$ cat src/rtl/acc_seq_ctrl_pkg.sv
// -----------------------------------------------------------------------------
// acc_seq_pkg
// Shared definitions for the MAC accumulator sequencer:
//   - acc_state_e : controller state encoding (2 bits)
//   - width_of()  : index width helper, max(1, $clog2(n))
// -----------------------------------------------------------------------------
package acc_seq_pkg;

    typedef enum logic [1:0] {
        ST_IDLE  = 2'd0,
        ST_RUN   = 2'd1,
        ST_BIAS  = 2'd2,
        ST_WRITE = 2'd3
    } acc_state_e;

    // A single-entry counter still needs a 1-bit index port.
    function automatic int width_of(input int n);
        return (n <= 1) ? 1 : $clog2(n);
    endfunction

endpackage

$ cat src/rtl/acc_seq_ctrl_counter.sv
// -----------------------------------------------------------------------------
// mod_counter
// Modulo-N up counter.
// Ports:
//   clk   in   clock
//   rst   in   synchronous active-high reset (count -> 0)
//   inc   in   advance by one; wraps to 0 after N-1
//   clr   in   synchronous clear (count -> 0), dominates inc
//   count out  current value, W bits
//   last  out  count == N-1
// -----------------------------------------------------------------------------
module mod_counter
    import acc_seq_pkg::*;
#(
    parameter int N = 4,
    parameter int W = width_of(N)
) (
    input  logic         clk,
    input  logic         rst,
    input  logic         inc,
    input  logic         clr,
    output logic [W-1:0] count,
    output logic         last
);

    assign last = (count == W'(N - 1));

    always_ff @(posedge clk) begin
        if (rst || clr) begin
            count <= '0;
        end else if (inc) begin
            count <= last ? '0 : count + 1'b1;
        end
    end

endmodule

$ cat src/rtl/acc_seq_ctrl.sv
// -----------------------------------------------------------------------------
// acc_seq_ctrl
// Sequencer for the MAC accumulator of one neuron lane of a fully-connected
// layer. Per start it walks N_NEURONS neurons; each neuron consumes N_TAPS
// products from the streamer, optionally adds a bias, then writes the sum.
//
// Optional feature macro: ACC_SEQ_CTRL_BIAS_EN
//   defined   -> one BIAS cycle (bias_en=1) between last tap and WRITE
//   undefined -> no BIAS state, bias_en tied to 0
//
// Ports:
//   clk, rst   clock, synchronous active-high reset
//   start      begin a layer pass (only looked at in IDLE)
//   in_valid   streamer offers a product
//   in_ready   controller accepts products (RUN)
//   mac_en     product consumed this cycle
//   sel        accumulator loads (first tap) instead of adding
//   bias_en    accumulator adds bias
//   en         output register captures the neuron sum
//   tap_idx    current tap index
//   neu_idx    current neuron index
//   busy       pass in progress
//   done       one-cycle pulse together with the last neuron's en
//
// Handshake: a product transfers on a cycle where in_valid && in_ready; the
// streamer holds its product while in_ready is low, and the controller never
// consumes without in_valid. Counters and state hold on stalled cycles.
// -----------------------------------------------------------------------------
module acc_seq_ctrl
    import acc_seq_pkg::*;
#(
    parameter int N_TAPS    = 4,
    parameter int N_NEURONS = 10,
    parameter int TAP_W     = width_of(N_TAPS),
    parameter int NEU_W     = width_of(N_NEURONS)
) (
    input  logic             clk,
    input  logic             rst,
    input  logic             start,
    input  logic             in_valid,
    output logic             in_ready,
    output logic             mac_en,
    output logic             sel,
    output logic             bias_en,
    output logic             en,
    output logic [TAP_W-1:0] tap_idx,
    output logic [NEU_W-1:0] neu_idx,
    output logic             busy,
    output logic             done
);

    localparam logic [1:0] S_IDLE  = ST_IDLE;
    localparam logic [1:0] S_RUN   = ST_RUN;
    localparam logic [1:0] S_WRITE = ST_WRITE;
`ifdef ACC_SEQ_CTRL_BIAS_EN
    localparam logic [1:0] S_BIAS  = ST_BIAS;
`endif

    logic [1:0] state;
    logic [1:0] state_nxt;
    logic       tap_last;
    logic       neu_last;
    logic       in_idle;

    // ---------------- output decode (state, counters, in_valid only) -------
    assign in_idle  = (state == S_IDLE);
    assign busy     = !in_idle;
    assign in_ready = (state == S_RUN);
    assign mac_en   = in_ready && in_valid;
    assign sel      = mac_en && (tap_idx == '0);
    assign en       = (state == S_WRITE);
    assign done     = en && neu_last;
`ifdef ACC_SEQ_CTRL_BIAS_EN
    assign bias_en  = (state == S_BIAS);
`else
    assign bias_en  = 1'b0;
`endif

    // ---------------- counters ---------------------------------------------
    // Both counters wrap on their own last value; the IDLE clear keeps them
    // pinned at 0 between passes regardless of how the last pass ended.
    mod_counter #(
        .N (N_TAPS),
        .W (TAP_W)
    ) u_tap_cnt (
        .clk   (clk),
        .rst   (rst),
        .inc   (mac_en),
        .clr   (in_idle),
        .count (tap_idx),
        .last  (tap_last)
    );

    mod_counter #(
        .N (N_NEURONS),
        .W (NEU_W)
    ) u_neu_cnt (
        .clk   (clk),
        .rst   (rst),
        .inc   (en),
        .clr   (in_idle),
        .count (neu_idx),
        .last  (neu_last)
    );

    // ---------------- state machine ----------------------------------------
    always_comb begin
        state_nxt = state;
        case (state)
            S_IDLE: begin
                if (start) state_nxt = S_RUN;
            end
            S_RUN: begin
                if (mac_en && tap_last) begin
`ifdef ACC_SEQ_CTRL_BIAS_EN
                    state_nxt = S_BIAS;
`else
                    state_nxt = S_WRITE;
`endif
                end
            end
`ifdef ACC_SEQ_CTRL_BIAS_EN
            S_BIAS: begin
                state_nxt = S_WRITE;
            end
`endif
            S_WRITE: begin
                state_nxt = neu_last ? S_IDLE : S_RUN;
            end
            default: begin
                state_nxt = S_IDLE;
            end
        endcase
    end

    always_ff @(posedge clk) begin
        if (rst) begin
            state <= S_IDLE;
        end else begin
            state <= state_nxt;
        end
    end

endmodule
$ cat config.mk
export PLATFORM = sky130hd
export DESIGN_NAME = acc_seq_ctrl
export DESIGN_NICKNAME = d
export VERILOG_FILES = /design/src/rtl/acc_seq_ctrl_pkg.sv /design/src/rtl/acc_seq_ctrl_counter.sv /design/src/rtl/acc_seq_ctrl.sv
export SDC_FILE = /design/constraint.sdc
export NUM_CORES = 1
export LEC_CHECK = 0
export ABC_AREA = 1
export CAP_MARGIN = 10
export CORE_AREA = 5 5 42 44
export CTS_CLUSTER_DIAMETER = 50
export DETAILED_ROUTE_END_ITERATION = 8
export DIE_AREA = 0 0 47 49
export HOLD_SLACK_MARGIN = 0.05
export PLACE_DENSITY = 0.62
export SYNTH_ARGS = -nofsm -noshare
export SYNTH_HDL_FRONTEND = slang
export SYNTH_HIERARCHICAL = 1
export SYNTH_SLANG_ARGS = --single-unit
$ cat constraint.sdc
create_clock -name clk -period 0.9 [get_ports clk]
set_input_delay 0.09 -clock clk [delete_from_list [all_inputs] [get_ports clk]]
set_output_delay 0.09 -clock clk [all_outputs]
set_load 0.02 [all_outputs]
==> results.txt, run 1 <==
----------------------------------------------------
[Status]
  Outcome ... finished with violations
  Failing checks ... negative setup slack

[Global routing]
  Vias in the first global route ... 567
  Overall Global Routing Usage ... 13.26%
  Global route overflow ... 0
  Wire length of the first global-routing pass ... 2263 microns
  Number of antenna violations at the first check in global routing ... 0
  Largest net degree at the start of global routing ... 6

[Critical path]
  Required time worst endpoint ... 0.81 ns
  CP cell instances ... inv_2 > nor3_2 > nand2_2 > nor2_4 > buf_6
  Maximum single-stage delay on the critical path ... 0.35 ns
  CP max FO ... 2
  Worst path bufs/invs ... 2
  Kind of critical path ... flip-flop to primary output
  Endpoint type of the worst setup path ... primary output
  Launching element type of the critical path ... flip-flop
  CP top delay family ... simple AND/OR/NAND/NOR gates
  Data arrival at the endpoint of the critical path ... 1.11 ns
  Cell type of the slowest stage on the worst timing path ... sky130_fd_sc_hd__dfxtp_4

[Placed design]
  Placed Instances ... 113
  Port Buffers ... 15
  HPWL Detailed ... 904 microns
  GPL Wtd Cong ... 0.7461

[Layout]
  Layout Area Growth over Synthesis ... 130.0%
  Antenna cells ... 0
  Share of layout cells above drive strength 1 ... 72.48%
  Final instance count without filler cells ... 125
  Number of nets in the finished design ... 116
  Final core area utilization ... 71.88%

[Clock network]
  Hold_buf cts ... 0
  Sinks on the clock net ... 8
  H-tree depth ... 1
  Clock latency at the later pin of the worst-skew pair ... 0.25 ns
  Number of buffers created by CTS ... 3
  Max Buffers Root-to-Sink ... 2
  Clock tree from TritonCTS ... yes
  Clock slew at reported path FFs ... 0.06 ns
  Clk root buf ... sky130_fd_sc_hd__clkbuf_4

[Synth]
  #FFs+latches synth ... 8
  Synthesized area ... 437.9 sq um
  Synthesized netlist net count ... 73
  Number of different library cells in the post-synthesis netlist ... 18
  Number of warnings reported in the yosys synthesis log ... 6
  Share of the yosys chip area belonging to registers ... 36.57%
  Fraction of post-synthesis cell area in the top cell type by area ... 36.57%
  Library cell with the largest summed area after synthesis ... sky130_fd_sc_hd__dfxtp_1
  Syn_area_per_cell ... 6.440 sq um
  Cells after Synth ... 68
  Biggest area contributors in the synthesized netlist ... sky130_fd_sc_hd__dfxtp_1, sky130_fd_sc_hd__nand2_1, sky130_fd_sc_hd__inv_1

[STA]
  Setup repair after global routing missed its margin ... true
  Final Hold Slack ... 0.3908 ns
  Fmax ... 832.1 MHz
  Final clock skew ... 0.003465 ns
  Final-report hold violation count ... 0
  Count of pins over their slew limit ... 0
  Final setup violating endpoints ... 18
  Post-Route Setup TNS ... -2.530 ns
  Period utilisation layout ... 133.5%
  Clock period minus final worst setup slack ... 1.202 ns
  Worst-case setup margin in the final layout ... -0.3017 ns

[Detailed routing]
  Detailed-route via count ... 552
  Routed len/inst ... 10.25 microns
  Routed WL ... 1281 microns
  Drt pass-1 iters ... 3
  Vias per inst ... 4.416
  Number of design-rule violations left by the first detailed-router iteration ... 5
  Antenna-violating nets left ... 0
  Post-detailed-route DRC marker count ... 0

[Power and ir drop]
  IR Drop Worst-Case VDD ... 620.8 uV
  Post-layout total power ... 0.8088 mW
  Standby leakage power ... 0.4727 nW
  Power density cells ... 803.0 nW/um^2

[Floorplan]
  Number of ports placed on the die boundary ... 17
  # rows ... 14
  Die boundary width ... 47 microns
  Initial core utilization ... 31.25%
  Std-Cell Core Area ... 1401 sq um
  Die Height ... 49 microns
  Die ar. ... 2303 sq um

[Worst hold path]
  Type of the tightest min-delay check ... input port to flip-flop

[Flow run]
  Max_cap viols ... 0

----------------------------------------------------
-- synthesized netlist by cell type (all sizes together) --
cell type and instances:
ha 1, nand3 2, a21oi 4, nor3 2
o21ai 1, dfxtp 8, or2 1, buf 1
nor2 13, nand4 1, nand2 18, inv 15
conb 1
-- cells by family after synthesis --
group	Yosys count	synth area share [%]
AOI/OAI and AO/OA	5	6.570
adders and majority gates	1	2.857
buffers and inverters	16	14.57
DFF	8	36.57
other	1	0.8563
and+or+nand+nor	37	38.57
-- where the power goes --
group          internal (mW)  leakage [nW]  switching, mW
clock network          0.152        0.0138          0.120
logic                 0.0922         0.389         0.0877
registers              0.351        0.0698        0.00614
total                  0.595         0.473          0.213
-- metrics by stage --
| stage | area (sq um) | worst slack (ns) |
|---|---|---|
| 6_report | 1007 | -0.3017 |
| 3_5_place_dp | 770.7 | -0.5627 |
| 3_3_place_gp | 770.7 | -0.5580 |
| 2_1_floorplan | 495.5 | -0.07676 |
| 4_1_cts | 940.9 | -0.3235 |
| 5_1_grt | 1007 | -0.3718 |
-- cell type report --
class | instances | area (sq um)
Clock buffer | 3 | 22.52
Fill cell | 125 | 394.1
Inverter | 15 | 68.82
Multi-Input combinational cell | 44 | 312.8
Sequential cell | 8 | 180.2
Tap cell | 16 | 20.02
Timing Repair Buffer | 39 | 402.9
-- tightest hold or removal path, stage by stage --
cell,delay [ns]
sky130_fd_sc_hd__clkdlybuf4s50_1,0.40
sky130_fd_sc_hd__nand2_1,0.06
sky130_fd_sc_hd__a21oi_1,0.06
-- flip-flops by register name (all words and copies together), names as in the netlist --
register and cells:
u_neu_cnt/count 4, state 2, u_tap_cnt/count 2
-- cell usage in the layout (no fill, tap or decap), types with 5 or more instances in the layout --
| cell type | n |
|---|---|
| sky130_fd_sc_hd__buf_6 | 24 |
| sky130_fd_sc_hd__buf_4 | 11 |
| sky130_fd_sc_hd__nand2_1 | 10 |
| sky130_fd_sc_hd__inv_1 | 6 |
| sky130_fd_sc_hd__nor2_1 | 6 |
| sky130_fd_sc_hd__nor2_4 | 5 |
| sky130_fd_sc_hd__inv_2 | 5 |
-- path summary, 6_finish.rpt --
check | startpoint | endpoint | slack (ns) | cells past startpoint
setup / recovery | u_neu_cnt/count[0]$_SDFFE_PP0P_ | done | -0.30 | 5
hold / removal | start | state[0]$_SDFFE_PP0P_ | 0.39 | 3
hold reg to reg | state[0]$_SDFFE_PP0P_ | state[1]$_SDFFE_PP0P_ | 0.51 | 2
setup reg to reg | state[0]$_SDFFE_PP0P_ | u_neu_cnt/count[3]$_SDFFE_PP0P_ | -0.23 | 9
-- layer usage --
layer | vias to the layer above | share of wire, % | global-route usage, %
met2 | 16 | 54 | 21.72
met1 | 247 | 38 | 15.23
met4 | 0 | 2.0 | 6.912
met5 | - | 0 | 0
li1 | 285 | - | -
met3 | 4 | 5.9 | 2.952
-- repair_timing --
item                       CTS  global route
buffers inserted             5             5
gates resized for setup     97            13
pin swaps                    8             7
setup endpoints to repair   19            19
No activity file was read; power rests on OpenSTA's default activity.
==> run 2: changes to the inputs <==
GPL_ROUTABILITY_DRIVEN = 0   (was unset)
==> results of run 2 <==
Final layout, timing and power as in run 1 (identical DEF).
